`config.mk`:
```
export PLATFORM = sky130hd
export DESIGN_NAME = muldiv_sequencer
export DESIGN_NICKNAME = d
export VERILOG_FILES = /design/src/rtl/muldiv_sequencer.sv
export SDC_FILE = /design/constraint.sdc
export NUM_CORES = 1
export LEC_CHECK = 0
export BUFFER_PORTS_ARGS = -buffer_cell sky130_fd_sc_hd__buf_2
export CAP_MARGIN = 40
export CORE_ASPECT_RATIO = 0.5
export CORE_UTILIZATION = 55
export DETAILED_ROUTE_END_ITERATION = 16
export PLACE_DENSITY = 0.78
export SETUP_SLACK_MARGIN = 0.1
export SYNTH_ARGS = -nofsm -noshare
export SYNTH_HDL_FRONTEND = slang
export SYNTH_SLANG_ARGS = --single-unit
```
`constraint.sdc`:
```
create_clock -name iCLK -period 3.4 [get_ports iCLK]
set_input_delay 0.51 -clock iCLK [delete_from_list [all_inputs] [get_ports iCLK]]
set_output_delay 0.51 -clock iCLK [all_outputs]
set_load 0.05 [all_outputs]
```
`src/rtl/muldiv_sequencer.sv`:
```
// Iterative HI/LO multiply/divide unit: 32-step shift-add multiply and restoring divide.
// Define MULDIV_FASTMUL_EN to make MULT/MULTU finish in one cycle through a combinational multiplier.
module muldiv_sequencer (
  input  logic        iCLK,
  input  logic        iRST,
  input  logic        iStart,
  input  logic [2:0]  iOp,
  input  logic [31:0] iA,
  input  logic [31:0] iB,
  input  logic        iRead,
  output logic [31:0] oHI,
  output logic [31:0] oLO,
  output logic        oBusy,
  output logic        oDone,
  output logic        oStall
);

  localparam logic [1:0] S_IDLE = 2'd0;
  localparam logic [1:0] S_CALC = 2'd1;
  localparam logic [1:0] S_SIGN = 2'd2;

  localparam logic [2:0] OP_MULT  = 3'b000;
  localparam logic [2:0] OP_MULTU = 3'b001;
  localparam logic [2:0] OP_DIV   = 3'b010;
  localparam logic [2:0] OP_DIVU  = 3'b011;
  localparam logic [2:0] OP_MTHI  = 3'b100;
  localparam logic [2:0] OP_MTLO  = 3'b101;

  logic [1:0]  state_q, state_d;
  logic [5:0]  cnt_q, cnt_d;
  logic [31:0] acc_hi_q, acc_hi_d;
  logic [31:0] acc_lo_q, acc_lo_d;
  logic [31:0] opb_q, opb_d;
  logic        is_div_q, is_div_d;
  logic        neg_q, neg_d;
  logic        neg_rem_q, neg_rem_d;
  logic [31:0] hi_q, hi_d;
  logic [31:0] lo_q, lo_d;
  logic        done_q, done_d;

  logic        signed_op, a_neg, b_neg, launch;
  logic [31:0] a_mag, b_mag;
  logic [32:0] mul_sum;
  logic [32:0] div_shift;
  logic        div_ge;
  logic [31:0] div_diff;
  logic [63:0] product;

  assign signed_op = (iOp == OP_MULT) || (iOp == OP_DIV);
  assign a_neg     = signed_op & iA[31];
  assign b_neg     = signed_op & iB[31];
  assign a_mag     = a_neg ? (32'd0 - iA) : iA;
  assign b_mag     = b_neg ? (32'd0 - iB) : iB;

  // One multiply step: conditionally add multiplicand into HI, then shift {HI,LO} right.
  assign mul_sum   = {1'b0, acc_hi_q} + (acc_lo_q[0] ? {1'b0, opb_q} : 33'd0);
  // One restoring divide step: remainder stays below the divisor, so 32-bit difference suffices.
  assign div_shift = {acc_hi_q, acc_lo_q[31]};
  assign div_ge    = div_shift >= {1'b0, opb_q};
  assign div_diff  = div_shift[31:0] - opb_q;
  assign product   = {acc_hi_q, acc_lo_q};

`ifdef MULDIV_FASTMUL_EN
  logic [63:0] ext_a, ext_b, fast_prod;
  assign ext_a     = {{32{a_neg}}, iA};
  assign ext_b     = {{32{b_neg}}, iB};
  assign fast_prod = ext_a * ext_b;
`endif

  always_comb begin
    state_d   = state_q;
    cnt_d     = cnt_q;
    acc_hi_d  = acc_hi_q;
    acc_lo_d  = acc_lo_q;
    opb_d     = opb_q;
    is_div_d  = is_div_q;
    neg_d     = neg_q;
    neg_rem_d = neg_rem_q;
    hi_d      = hi_q;
    lo_d      = lo_q;
    done_d    = 1'b0;
    launch    = 1'b0;

    case (state_q)
      S_IDLE: begin
        if (iStart) begin
          case (iOp)
            OP_MULT, OP_MULTU: begin
`ifdef MULDIV_FASTMUL_EN
              {hi_d, lo_d} = fast_prod;
              done_d       = 1'b1;
`else
              launch = 1'b1;
`endif
            end
            OP_DIV, OP_DIVU: begin
              if (iB == 32'd0) begin
                hi_d   = iA;
                lo_d   = 32'hFFFF_FFFF;
                done_d = 1'b1;
              end else begin
                launch = 1'b1;
              end
            end
            OP_MTHI: hi_d = iA;
            OP_MTLO: lo_d = iA;
            default: ;
          endcase
        end
        if (launch) begin
          state_d   = S_CALC;
          cnt_d     = 6'd0;
          acc_hi_d  = 32'd0;
          acc_lo_d  = a_mag;
          opb_d     = b_mag;
          is_div_d  = iOp[1];
          neg_d     = a_neg ^ b_neg;
          neg_rem_d = a_neg;
        end
      end
      S_CALC: begin
        if (cnt_q == 6'd32) begin
          state_d = S_SIGN;
        end else begin
          cnt_d = cnt_q + 6'd1;
          if (is_div_q) begin
            acc_hi_d = div_ge ? div_diff : div_shift[31:0];
            acc_lo_d = {acc_lo_q[30:0], div_ge};
          end else begin
            acc_hi_d = mul_sum[32:1];
            acc_lo_d = {mul_sum[0], acc_lo_q[31:1]};
          end
        end
      end
      S_SIGN: begin
        state_d = S_IDLE;
        done_d  = 1'b1;
        if (is_div_q) begin
          lo_d = neg_q ? (32'd0 - acc_lo_q) : acc_lo_q;
          hi_d = neg_rem_q ? (32'd0 - acc_hi_q) : acc_hi_q;
        end else begin
          {hi_d, lo_d} = neg_q ? (64'd0 - product) : product;
        end
      end
      default: state_d = S_IDLE;
    endcase
  end

  always_ff @(posedge iCLK) begin
    if (iRST) begin
      state_q   <= S_IDLE;
      cnt_q     <= 6'd0;
      acc_hi_q  <= 32'd0;
      acc_lo_q  <= 32'd0;
      opb_q     <= 32'd0;
      is_div_q  <= 1'b0;
      neg_q     <= 1'b0;
      neg_rem_q <= 1'b0;
      hi_q      <= 32'd0;
      lo_q      <= 32'd0;
      done_q    <= 1'b0;
    end else begin
      state_q   <= state_d;
      cnt_q     <= cnt_d;
      acc_hi_q  <= acc_hi_d;
      acc_lo_q  <= acc_lo_d;
      opb_q     <= opb_d;
      is_div_q  <= is_div_d;
      neg_q     <= neg_d;
      neg_rem_q <= neg_rem_d;
      hi_q      <= hi_d;
      lo_q      <= lo_d;
      done_q    <= done_d;
    end
  end

  assign oHI    = hi_q;
  assign oLO    = lo_q;
  assign oBusy  = (state_q != S_IDLE);
  assign oDone  = done_q;
  assign oStall = (iRead | iStart) & oBusy;

endmodule

```
# Yosys cells after proc, flatten, opt, wreduce, memory -nomap -nowiden
# Cells that the tools add are included.
# word_totals
ff_bits	172
latchBits	0
ram_bits	0
rom_bits	0
elab_cells	93
memories	0
# classes
add_sub_neg	8
multipliers	0
n_div	0
magnitude_cmp	1
n_eq_ne	15
n_shift	0
mux	39
n_bitwise	5
n_reduce_logical	14
# ops
cell	n
$mux 32	18
$pmux 32 s2	6
$sub 1x32->32 const A	4
$mux 64	1
$sub 1x64->64 const A	1
$add 32x32->33	1
$ge 33x32->1	1
$logic_not 32->1	1
$sub 32x32->32	1
$mux 6	2
$pmux 6 s2	1
$ne 2x2->1 const B	4
$reduce_and 4->1	2
$add 6x1->6 const B	1
$eq 3x2->1 const B	2
$eq 3x3->1 const B	2
$eq 6x6->1 const B	1
$mux 1	6
$ne 3x1->1 const B	2
$reduce_bool 2->1	3
$mux 2	2
$pmux 1 s2	2
$pmux 2 s2	1
$reduce_and 2->1	2
12 further kinds	15

# Logic depth before layout (Yosys ltp)
# Gate-level depths: netlist of the first run.
# depth
word_depth	7
mapped_depth	15
ltp_nobuf	14

# Worst setup path after synthesis of the first run
# OpenSTA, ideal clock, no wires.
# synth_timing
path_type	in2reg
from	in iB[0]
to	reg hi_q[16] (netlist: oHI[16])
setup_time_ns	0.128
arrival_ns	3.148
t_required_ns	3.272
path_slack_ns	0.124
path_stages	12
cell_sequence	inv_1 ha_1 or4b_1 nor3_2 nand3_2 or4_4 nor3b_2 a21o_1 a31oi_1 clkbuf_1 a221oi_1 nor2_1
# synth_via
elab_chain_cells	3
# synth_lines
item	line_no	source
start: declaration	9	input logic [31:0] iB,
$logic_not 32->1	97	if (iB == 32'd0) begin
$ne 3x3->1 (no source line)	n/a	
$reduce_and 4->1 (no source line)	n/a	
end signal: assignment	171	hi_q <= hi_d;
end: declaration	37	logic [31:0] hi_q, hi_d;
# No other way between the ends.
# A chain may end at the register's enable or synchronous reset.

# Worst setup path after layout of the first run
# layout_timing
from	reg acc_lo_q[0]
to	reg acc_hi_q[27]
# layout_via
elab_chain_cells	5
# layout_lines
item	line_no	source
start: declaration	32	logic [31:0] acc_lo_q, acc_lo_d;
start signal: assignment	166	acc_lo_q <= acc_lo_d;
$mux 32	56	assign mul_sum = {1'b0, acc_hi_q} + (acc_lo_q[0] ? {1'b0, opb_q} : 33'd0);
$add 32x32->33	56	
$mux 32	126	if (is_div_q) begin
$mux 32	122	if (cnt_q == 6'd32) begin
$pmux 32 s2	84	case (state_q)
end signal: assignment	165	acc_hi_q <= acc_hi_d;
end: declaration	31	logic [31:0] acc_hi_q, acc_hi_d;
# No other way between the ends. The select of a mux whose other input is x is not followed.

==> results.yml, run 1 <==
outcome:
  outcome: "finished clean"
setup_path:
  crit_type: "flip-flop to flip-flop"
  required_ps: 3760
  worstPathMaxFanout: 7
  slowest_delay_ps: 340
  end_kind: "flip-flop"
  cpMaxStageDelayCell: "dfxtp_2"
  cp_cell_sequence: "buf_6, clkinvlp_4, buf_6, nor2_1, ha_1, buf_4, o21ai_0, a21oi_2, o21ai_4, o31ai_4, a21o_1, a311oi_2, o21ai_1, a21oi_2, xnor2_1, a221o_1"
  start_kind: "flip-flop"
  crit_arrival_ps: 3610
global_routing:
  grt_pass1_wl_um: 78900
  grt_pass1_vias: 14500
  grt_max_degree: 67
  grt_usage: 0.383
  overflow: 0
  antenna_found_initial: 1
floorplan:
  start_util: 0.560
  core_sq_um: 25200
  row_count: 41
  fp.dieH_um: 115
  dieArea_sq_um: 26400
  io_pins: 138
  die_w_um: 229
timing:
  hold_violations: 0
  min_period_over_period: 0.956
  fin_worst_skew_ps: 12.6
  rsz0062_at_grt: "yes"
  timing.fmax_mhz: 308
  setup_violations: 0
  fin_crit_ps: 3250
  final.setup.tns_ps: 0
  max_slew_margin: 0.472
  report.final.slew_viol_count: 0
  worstMarginPinSlew_ps: 772
synth:
  synth_area_sq_um: 14100
  async_reset_ff_frac: 0
  synth.distinct_cells: 76
  syn_inst: 1952
  syn_nets: 2095
  ys_seq_area_frac: 0.244
  synth-seq-cells: 172
  ys.flop_type: "dfxtp_1"
  synth_edf_count: 0
  syn-mean-instance-area_sq_um: 7.24
  ys_warn_count: 0
placed_design:
  place.gp.congestion: 0.993
  dp.final_hpwl_um: 38100
  io_buffers: 137
  placed_cells: 2447
  postPlaceCellArea_sq_um: 16000
drt:
  avgRoutedWirePerCell_um: 20.8
  drc: 0
  drtIter0Drc: 2039
  firstDrtPassIters: 7
  postRouteAntennaNets: 0
  routed_wl_um: 51700
  vias: 16000
  viasPerCell: 6.41
power_and_ir_drop:
  p_per_area_nw_per_um2: 370
  sw_frac_of_total: 0.373
  intPower_uw: 3930
  leakage_uw: 0.00699
  power_frac_seq: 0.355
  combPwrFrac: 0.311
  irDropWorstVdd_mv: 0.387
  power_frac_clock: 0.334
  finalPower_uw: 6260
  p_switching_uw: 2340
finish:
  area_growth_pct: 19.8
  antennaDiodeCount: 0
  fin_area_sq_um: 16900
  utilization: 0.671
  fin_cells: 2491
  final_nets: 2277
  fillers: 2230
  drive_above_1_share: 0.188
clock_tree:
  numClockSinks: 172
  max-clock-path-buffers: 2
  clk_latency_ps: 460
  cts_max_level: 4
  clk_pin_slew_ps: 80
  cts-root-buf: "clkbuf_16"
  cts_tree: "yes"
  numCtsBuffers: 17
hold_path:
  holdCritPathClass: "primary input to flip-flop"
flow_run:
  cap_violations: 0
==> state kept, by name, indices dropped and copies added, names as in the netlist <==
| signal | cells |
|---|---|
| acc_hi_q | 32 |
| acc_lo_q | 32 |
| cnt_q | 6 |
| is_div_q | 1 |
| neg_q | 1 |
| neg_rem_q | 1 |
| oDone | 1 |
| oHI | 32 |
| oLO | 32 |
| opb_q | 32 |
| state_q | 2 |
==> routing by layer <==
metal	global-route usage	wire (um)	part of all wire
met5	0	0	0
met4	0.214	2960	0.057
met3	0.0898	5310	0.10
met2	0.602	22400	0.43
met1	0.489	21100	0.41
==> power by group through the flow <==
stage | clock network, uW | registers [uW] | logic [uW]
after global routing | 2180 | 2240 | 2090
after floorplan | 0 | 2290 | 1160
after CTS | 2090 | 2220 | 1830
after detailed placement | 0 | 2270 | 1800
after global placement | 0 | 2260 | 1790
final | 2090 | 2230 | 1940
==> final timing paths <==
kind / start / end / slack, ps / cells after the start
setup / recovery: acc_lo_q[0]$_SDFFE_PP0P_ / acc_hi_q[27]$_SDFFE_PP0P_ / 150 / 16
hold / removal: iB[13] / opb_q[13]$_SDFFE_PP0P_ / 360 / 3
setup reg to reg: acc_lo_q[0]$_SDFFE_PP0P_ / acc_hi_q[27]$_SDFFE_PP0P_ / 150 / 16
hold reg to reg: oLO[20]$_SDFFE_PP0P_ / oLO[20]$_SDFFE_PP0P_ / 460 / 2
==> cell usage in the layout (no fill, tap or decap), types with 69 or more instances in the layout <==
cell type and instances:
a21oi_1 173, ha_1 69, o21ai_0 109, inv_1 69, buf_4 141, buf_2 136, dfxtp_1 169, nand2_1 193
nor2_1 247, xnor2_1 105
==> area by class of cell <==
type	count	area, sq um	share of cell area
Multi-Input combinational cell	1582	10200	0.601
Tap cell	344	430	0.0254
Clock buffer	18	439	0.0259
Inverter	70	267	0.0157
Sequential cell	172	3450	0.204
Clock inverter	14	166	0.00983
Timing Repair Buffer	291	2000	0.118
==> kinds of logic after synthesis <==
family,synth area share
AOI/OAI and AO/OA,0.273
xor gates and xnor gates,0.106
adders and majority gates,0.0648
buffers and inverters,0.0533
DFF,0.244
muxes,0.0342
and+or+nand+nor,0.225
==> Yosys cell counts (32+ instances only) <==
master	n	area, sq um
a211oi_1	66	495
nand3_1	32	160
a21o_1	35	263
o21ai_0	117	586
nor3_1	55	275
o31ai_1	35	263
xor2_1	66	578
mux2i_1	46	460
xnor2_1	105	920
inv_1	70	263
nand2_1	193	724
ha_1	70	876
clkbuf_1	117	439
nor2_1	256	961
dfxtp_1	172	3440
a21oi_1	182	911
==> timing repair <==
action | 4_1_cts | 5_1_grt
pin swaps | 1 | 13
endpoints found under the hold margin | 0 | 0
hold buffers | 0 | 0
gates cloned | 0 | 2
endpoints found under the setup margin | 11 | 44
resized for setup | 11 | 49
buffers inserted | 1 | 9
==> worst max-delay path, delay by kind of cell (launching register included) <==
family	cells	cell delay [ps]
buffers and inverters	4	680
AND/OR/NAND/NOR	1	80
adder cells (fa/ha/maj)	1	180
XOR/XNOR	1	130
AO/OA/AOI/OAI	9	1720
flip-flops	1	340
==> stage by stage <==
stage	setup slack, ps	hold WS, ps
after floorplan	124	432
after global placement	-191	439
after detailed placement	-250	443
after CTS	78.6	353
after global routing	-15.6	371
final	149	363
(Power assumes the default switching activity.)
==> run 2, diff against run 1 <==
--- a/config.mk
+++ b/config.mk
@@ -7,11 +7,12 @@
 export LEC_CHECK = 0
 export BUFFER_PORTS_ARGS = -buffer_cell sky130_fd_sc_hd__buf_2
 export CAP_MARGIN = 40
-export CORE_ASPECT_RATIO = 0.5
+export CORE_ASPECT_RATIO = 1.4
 export CORE_UTILIZATION = 55
 export DETAILED_ROUTE_END_ITERATION = 16
 export PLACE_DENSITY = 0.78
 export SETUP_SLACK_MARGIN = 0.1
+export SKIP_CTS_REPAIR_TIMING = 1
 export SYNTH_ARGS = -nofsm -noshare
 export SYNTH_HDL_FRONTEND = slang
 export SYNTH_SLANG_ARGS = --single-unit
==> results.yml, run 2 (synthesis gave the netlist of run 1 again) <==
hold_path:
  min_to: "opb_q[1]$_SDFFE_PP0P_"
  holdCritPathClass: "primary input to flip-flop"
  min_path_cells: 3
  hold_start: "iB[1]"
global_routing:
  overflow: 0
  grt_pass1_wl_um: 85200
  grt_usage: 0.429
  grt_max_degree: 77
  antenna_found_initial: 0
  grt_pass1_vias: 15500
floorplan:
  io_pins: 138
  dieArea_sq_um: 26400
  row_count: 69
  die_w_um: 137
  fp.dieH_um: 192
  start_util: 0.559
  core_sq_um: 25300
timing:
  timing.fmax_mhz: 281
  report.final.slew_viol_count: 0
  whs_ps: 334
  fin_crit_ps: 3560
  worstMarginPinSlew_ps: 931
  min_period_over_period: 1.05
  max_slew_margin: 0.373
  fin_worst_skew_ps: 13.4
  hold_violations: 0
  rsz0062_at_grt: "yes"
  setup_ws_ps: -164
  setup_violations: 1
flow_run:
  cap_violations: 0
drt:
  avgRoutedWirePerCell_um: 22.6
  drtIter0Drc: 1496
  vias: 16400
  firstDrtPassIters: 6
  routed_wl_um: 56500
  viasPerCell: 6.56
  postRouteAntennaNets: 0
  drc: 0
setup_path:
  end_kind: "flip-flop"
  crit_type: "flip-flop to flip-flop"
  crit_arrival_ps: 3870
  slowest_delay_ps: 570
  worstPathMaxFanout: 5
  cpMaxStageDelayCell: "or4_1"
  rr_worst_depth: 11
  crit_buf_inv: 2
  cp_cell_sequence: "or4_1, or3_4, nor4_4, buf_4, nand2b_1, buf_4, o211ai_1, xor2_1, nor2_1, a211oi_2, nor3_1"
  r2r-start: "acc_lo_q[12]$_SDFFE_PP0P_"
  required_ps: 3700
  path_delay_family: "simple AND/OR/NAND/NOR gates"
  start_kind: "flip-flop"
  rr_endpoint: "oHI[3]$_SDFFE_PP0P_"
  reg2reg_slack_ps: -160
  cpMostUsedCell: "buf_4"
placed_design:
  place.gp.congestion: 1.00
  dp.final_hpwl_um: 41700
  io_buffers: 137
clock_tree:
  clk_pin_slew_ps: 80
  numCtsBuffers: 17
  clk_latency_ps: 460
  numClockSinks: 172
  max-clock-path-buffers: 2
  cts_max_level: 4
  cts_tree: "yes"
  cts-root-buf: "clkbuf_16"
finish:
  antennaDiodeCount: 0
  final_nets: 2312
  drive_above_1_share: 0.203
  area_growth_pct: 21.5
  fillers: 2241
  multi_input_area_sq_um: 10200
  layout_common_cells: "250 x nor2_1, 193 x nand2_1, 178 x buf_4"
  final_common_cell: "nor2_1"
  area.sequential_sq_um: 3450
outcome:
  violations: "setup timing"
  outcome: "finished with violations"
power_and_ir_drop:
  leakage_uw: 0.00715
  finalPower_uw: 6310
  irDropWorstVdd_mv: 0.373
  p_per_area_nw_per_um2: 368
==> run 2: layer usage <==
layer  GRT usage  up-vias  routed length [um]
met1       0.443     7619               19400
li1            -     7474                   -
met4       0.392        2                5860
met3       0.117      356                4630
met5      0.0179        -                  56
met2       0.699      950               26600
==> run 2: metrics by stage <==
stage | instance area, sq um | utilization | setup slack, ps | setup TNS [ps] | instances
floorplan | 14100 | - | 124 | 0 | 1952
global placement | 16200 | 0.641 | -233 | -685 | 2457
detailed placement | 16200 | 0.641 | -256 | -1640 | 2457
CTS | 16800 | 0.665 | -54.1 | -54.1 | 2489
global route | 17200 | 0.679 | -204 | -267 | 2501
finish | 17200 | 0.679 | -164 | -164 | 2501
==> run 2: layout make-up <==
cell class              count  share of cell area
clock buffers              17              0.0248
flip-flops and latches    172               0.201
clock inverters            15             0.00991
inverters                  70              0.0155
multi-input cells        1582               0.597
repair buffers            326               0.129
well taps                 319              0.0232
==> run 2: worst reg2reg max path, delay by kind of cell, from the launching register on <==
family / cells / cell delay [ps]
AND/OR/NAND/NOR: 6 / 1610
AO/OA/AOI/OAI: 2 / 810
flip-flops: 1 / 320
buffers and inverters: 2 / 340
XOR/XNOR: 1 / 350
==> run 2: worst max path at each step <==
| stage | from | to | slack, ps | depth (start not counted) |
|---|---|---|---|---|
| after floorplan | iB[0] | oHI[16]$_SDFFE_PP0P_ | 120 | 12 |
| after global placement | iB[0] | oHI[2]$_SDFFE_PP0P_ | -230 | 14 |
| after detailed placement | iB[0] | oHI[2]$_SDFFE_PP0P_ | -260 | 14 |
| after CTS | opb_q[0]$_SDFFE_PP0P_ | acc_hi_q[27]$_SDFFE_PP0P_ | -50 | 16 |
| after global routing | acc_lo_q[12]$_SDFFE_PP0P_ | oHI[3]$_SDFFE_PP0P_ | -200 | 11 |
| final | acc_lo_q[12]$_SDFFE_PP0P_ | oHI[3]$_SDFFE_PP0P_ | -160 | 11 |
==> run 2: power breakdown <==
part / switching [uW] / leakage, uW / total [uW] / internal (uW)
Combinational: 1280 / 0.00546 / 2060 / 777
Sequential: 107 / 0.00140 / 2210 / 2110
Clock: 1050 / 0.000291 / 2040 / 992
Total: 2440 / 0.00715 / 6310 / 3880
